### config.mk
export PLATFORM = sky130hd
export DESIGN_NAME = serial_subtractor16
export DESIGN_NICKNAME = d
export VERILOG_FILES = /design/src/rtl/serial_subtractor16.sv
export SDC_FILE = /design/constraint.sdc
export NUM_CORES = 1
export LEC_CHECK = 0
export ABC_AREA = 1
export CORE_UTILIZATION = 49
export CTS_BUF_LIST = sky130_fd_sc_hd__clkbuf_8
export CTS_CLUSTER_DIAMETER = 150
export DETAILED_ROUTE_END_ITERATION = 7
export PLACE_DENSITY_LB_ADDON = 0.05
export SLEW_MARGIN = 25
export SYNTH_ARGS = -nofsm -noshare
export SYNTH_HDL_FRONTEND = slang
export SYNTH_SLANG_ARGS = --single-unit
### constraint.sdc
create_clock -name clk_i -period 2.3 [get_ports clk_i]
set_input_delay 0.46 -clock clk_i [delete_from_list [all_inputs] [get_ports clk_i]]
set_output_delay 0.46 -clock clk_i [all_outputs]
set_load 0.03 [all_outputs]
### src/rtl/serial_subtractor16.sv
// Bit-serial subtractor: diff = a - b - bin, one bit per clock, LSB first.
// Latency: WIDTH cycles from the accepting edge to the done pulse; one result per WIDTH+1 cycles.
// Backpressure: none; start is ignored while busy and accepted again in the done cycle.
//
// Ports:
//   clk_i       rising-edge clock
//   rst_i       asynchronous active-high reset
//   start_i     launch request, sampled on rising clk_i
//   a_i, b_i    minuend / subtrahend, captured when start is accepted
//   bin_i       borrow-in, captured when start is accepted
//   busy_o      high while bits are being computed
//   done_o      one-cycle pulse when diff_o/bout_o/overflow_o update
//   diff_o      a - b - bin modulo 2^WIDTH, held until the next done
//   bout_o      unsigned borrow-out
//   overflow_o  signed overflow of the subtraction
module serial_subtractor16 #(
  parameter int WIDTH = 16
) (
  input  logic             clk_i,
  input  logic             rst_i,
  input  logic             start_i,
  input  logic [WIDTH-1:0] a_i,
  input  logic [WIDTH-1:0] b_i,
  input  logic             bin_i,
  output logic             busy_o,
  output logic             done_o,
  output logic [WIDTH-1:0] diff_o,
  output logic             bout_o,
  output logic             overflow_o
);

  localparam int CW = $clog2(WIDTH);

  typedef enum logic [1:0] {
    IDLE  = 2'd0,
    SHIFT = 2'd1,
    DONE  = 2'd2
  } state_t;

  state_t           state_q;
  logic [WIDTH-1:0] a_q;
  logic [WIDTH-1:0] b_q;
  // Holds the WIDTH-1 low result bits; the last bit joins them on the done edge.
  logic [WIDTH-2:0] res_q;
  logic [CW-1:0]    cnt_q;
  logic             br_q;
  logic             busy_q;
  logic             done_q;
  logic [WIDTH-1:0] diff_q;
  logic             bout_q;
  logic             ovf_q;

  // Full-subtractor slice on the current LSBs.
  logic d_bit;
  logic br_d;
  logic last_bit;

  assign d_bit    = a_q[0] ^ b_q[0] ^ br_q;
  assign br_d     = (~a_q[0] & b_q[0]) | (~(a_q[0] ^ b_q[0]) & br_q);
  assign last_bit = (cnt_q == CW'(WIDTH - 1));

  always_ff @(posedge clk_i or posedge rst_i) begin
    if (rst_i) begin
      state_q <= IDLE;
      a_q     <= '0;
      b_q     <= '0;
      res_q   <= '0;
      cnt_q   <= '0;
      br_q    <= 1'b0;
      busy_q  <= 1'b0;
      done_q  <= 1'b0;
      diff_q  <= '0;
      bout_q  <= 1'b0;
      ovf_q   <= 1'b0;
    end else begin
      case (state_q)
        SHIFT: begin
          a_q   <= a_q >> 1;
          b_q   <= b_q >> 1;
          res_q <= (WIDTH-1)'({d_bit, res_q} >> 1);
          br_q  <= br_d;
          cnt_q <= cnt_q + CW'(1);
          if (last_bit) begin
            // Outputs load together from the final slice; overflow compares
            // the borrow into the MSB with the borrow out of it.
            diff_q  <= {d_bit, res_q};
            bout_q  <= br_d;
            ovf_q   <= br_q ^ br_d;
            busy_q  <= 1'b0;
            done_q  <= 1'b1;
            state_q <= DONE;
          end
        end
        default: begin
          // IDLE and DONE both accept a new start; DONE lasts one cycle.
          done_q <= 1'b0;
          if (start_i) begin
            a_q     <= a_i;
            b_q     <= b_i;
            br_q    <= bin_i;
            cnt_q   <= '0;
            busy_q  <= 1'b1;
            state_q <= SHIFT;
          end else begin
            state_q <= IDLE;
          end
        end
      endcase
    end
  end

  assign busy_o     = busy_q;
  assign done_o     = done_q;
  assign diff_o     = diff_q;
  assign bout_o     = bout_q;
  assign overflow_o = ovf_q;

endmodule

# Word level (Yosys, flattened, before mapping)
# Cells that the tools add are included.
totals:
  regBits: 74
  inputBits: 36
  wordCells: 42
op_classes:
  add_sub_neg: 1
  eq_ne: 3
  mux: 16
  bitwise_logic: 8
  reduce_logical: 3
op_table:
  columns: ["cell", "count"]
  rows:
  - ["$mux 16", 4]
  - ["$mux 1", 8]
  - ["$mux 4", 2]
  - ["$add 4x1->4 const B", 1]
  - ["$eq 4x4->1 const B", 1]
  - ["$mux 2", 2]
  - ["$reduce_and 2->1", 2]
  - ["$xor 1x1->1", 3]
  - ["$and 1x1->1", 2]
  - ["$eq 2x1->1 const B", 1]
  - ["$ne 2x2->1 const B", 1]
  - ["$not 1->1", 2]
  - ["$reduce_bool 2->1", 1]
  - ["$or 1x1->1", 1]

# Longest topological paths before layout
logic_depth:
  ltp_word: 5
  mapped_depth: 7
  depth_no_buf: 6

# Worst setup path after synthesis
# OpenSTA, ideal clock, no wires.
synth_timing:
  path_type: "reg2reg"
  startpoint: "reg state_q[1]"
  endpoint: "reg diff_q[0], in the netlist diff_o[0]"
  setup_time_ps: 118
  t_arrival_ps: 1166
  required_time_ps: 2182
  setup_slack_ps: 1016
  path_stages_with_launch: 8
  path_cell_list: "dfrtp_1 > inv_2 > nand2_1 > nor2_2 > inv_2 > buf_4 > nand2_1 > nand2_1"
synth_via:
  elab_chain_len: 2
synth_lines:
  columns: ["element", "line_no", "text"]
  rows:
  - ["start, declared", "40", "state_t state_q;"]
  - ["start signal, assigned", "64", "state_q <= IDLE;"]
  - ["start signal, assigned", "91", "state_q <= DONE;"]
  - ["start signal, assigned", "103", "state_q <= SHIFT;"]
  - ["$eq 2x1->1", "76", "case (state_q)"]
  - ["$reduce_and 2->1 (no source line)", null, null]
  - ["end signal, assigned", "86", "diff_q <= {d_bit, res_q};"]
  - ["end, declared", "49", "logic [WIDTH-1:0] diff_q;"]
# Every way passes these cells.
# A chain may end at the register's enable or synchronous reset.

==> metrics.txt <==
RSZ-0062 raised after global routing=false; Worst Tran Pin Value=0.386 ns; Crit Path Max Fanout=3; Req. time, crit path=1.84 ns; initial antenna violation count=0; CTS tree=yes; YS warnings=0; Routed WL per cell=12.2 um; leading cell types in the layout, fill and taps excluded=nand2_1, dfrtp_1, nand3_1; TritonCTS Buffers=9; DP Wirelength=4150 um; Post-Route WL=6060 um; worst stage delay on the critical path=0.70 ns; number of global-route vias before repair=2388; crit path cell chain=clkdlybuf4s50_1; Clock power frac=0.194; CP delay by family, top=buffers and inverters; initial core utilization=0.513; Final setup viols=0; Crit Path Category=register to output pin; Vias=2459; Yosys reg bits=73; Seq/Total Area, Yosys=0.595; Post-CTS Setup Bufs=0; Crit. End Element=output pin; drt via density=4.94; Gate power share=0.393; Max Cap Violations=0; fmax=515 MHz; Cell Int Power=3.25 mW; min cycle time layout=1.94 ns; status=completed; post-route ant nets=0; number of library cell types mapped by synthesis=16; clock buffer depth=2; Initial DRT Pass Iterations=4; Net Sw Power=2.04 mW; io pins=56; Diodes inserted=0; pwr/cell area=1350 mW/mm2; syn nets=398; setup_tns=0 ns; Nets=456; clk slew on worst S/H paths=0.07 ns; Max Slew Vio Count=0; Root Driver=clkbuf_8; DRC viols=0; Buf/Inv on CP=1; Syn Inst Count=360; CTS H-tree depth=3; clock skew=0.00658 ns; Critical Path Start Type=register; CORE AREA=0.00599 mm2; hold crit path type=register to register; worst setup margin=0.359 ns; die height=81.2 um; Final Cycle Share=0.844; slowest stage cell, crit path=clkdlybuf4s50_1; Hold Vio Cnt, Final=0; commonest non-fill, non-tap cell in the layout=nand2_1; routability cong.=0.812; Worst Path Arrival=1.48 ns; Switching Fraction=0.386; Seq pwr share=0.413; IO Port Bufs=55; Sink Count=73; largest net degree at the start of global routing=74; total gr overflow=0; Power, Total=5.30 mW; Worst-Skew Late Latency=0.34 ns; Syn Area/Cell=8.53 um2; slew margin rel.=0.742; pre-CTS WS=0.452 ns; layout cell share with drive strength beyond 1=0.0804; Die Area=0.00659 mm2; chip width=81.2 um; First DRT Iteration DRCs=182; Cell Area, Synth=0.00307 mm2; GRT Util Overall=0.214; Resized cells post-CTS=0; CTS Hold Bufs=0; Static Leak=1.97 nW; area grow syn2layout=27.7%; Rows=28; first-pass GRT wire length=10600 um; worst vdd ir=0.000624 V
power by group through the flow:
stage          logic [mW]  registers, mW  clock network [mW]
2_1_floorplan        1.21           2.43                   0
3_3_place_gp         2.06           2.19                   0
3_5_place_dp         2.12           2.21                   0
4_1_cts              2.12           2.19                1.05
5_1_grt              2.36           2.26                1.11
6_report             2.08           2.19                1.03
Yosys cell counts:
cell | instances | area [um2]
nand2_1 | 179 | 672
dfrtp_1 | 73 | 1830
nand3_1 | 65 | 325
buf_2 | 10 | 50.1
inv_1 | 7 | 26.3
buf_4 | 6 | 45.0
clkbuf_1 | 4 | 15.0
inv_2 | 4 | 15.0
nor2_1 | 3 | 11.3
o21ai_0 | 2 | 10.0
xnor2_1 | 2 | 17.5
fa_1 | 1 | 20.0
ha_1 | 1 | 12.5
nand4_1 | 1 | 6.26
nor2_2 | 1 | 6.26
nor2_4 | 1 | 11.3
per-stage QoR:
step / cells / area [um2] / utilization / hold slack [ns]
4_1_cts: 498 / 3920 / 0.655 / 0.475
2_1_floorplan: 360 / 3070 / - / 0.442
5_1_grt: 498 / 3920 / 0.655 / 0.489
3_3_place_gp: 482 / 3710 / 0.620 / 0.453
3_5_place_dp: 482 / 3710 / 0.620 / 0.458
6_report: 498 / 3920 / 0.655 / 0.470
state kept, by name (all words and copies together) (netlist names):
signal / flops
a_q: 16
b_q: 16
bout_o: 1
br_q: 1
busy_o: 1
cnt_q: 4
diff_o: 16
overflow_o: 1
res_q: 15
state_q: 2
worst min-delay path: stages (launching register included):
cell and delay, ns:
dfrtp_1 0.34, nand2_1 0.05, nand2_1 0.04
metal layers:
layer,vias to the layer above,GRT usage,share of wire
li1,1253,-,-
met1,1144,0.274,0.48
met2,52,0.355,0.48
met3,10,0.0371,0.028
met4,0,0.0964,0.017
met5,-,0,0
final timing paths:
check | slack, ns | from | endpoint | cells after the start
max | 0.36 | state_q[1]$_DFFE_PP0P_ | done_o | 1
min | 0.47 | diff_o[13]$_DFFE_PP0P_ | diff_o[13]$_DFFE_PP0P_ | 2
max reg2reg | 0.83 | cnt_q[0]$_DFFE_PP0P_ | diff_o[4]$_DFFE_PP0P_ | 6
min reg2reg | 0.47 | diff_o[13]$_DFFE_PP0P_ | diff_o[13]$_DFFE_PP0P_ | 2
max in group asynchronous | 1.39 | rst_i | a_q[13]$_DFFE_PP0P_ | 3
min in group asynchronous | 0.59 | rst_i | diff_o[12]$_DFFE_PP0P_ | 3
layout make-up:
cell class	count	area [um2]
Inverter	11	45.0
Tap cell	75	93.8
Multi-Input combinational cell	256	1090
Clock inverter	4	42.5
Sequential cell	73	1830
Fill cell	538	2070
Timing Repair Buffer	67	653
Clock buffer	12	165
kinds of logic after synthesis:
logic type | synth area share
buffers and inverters | 0.0493
and+or+nand+nor | 0.336
AOI/OAI and AO/OA | 0.00326
DFF | 0.595
xor gates and xnor gates | 0.00571
adders and majority gates | 0.0106
Note: power is estimated with default switching activity, not from simulation.
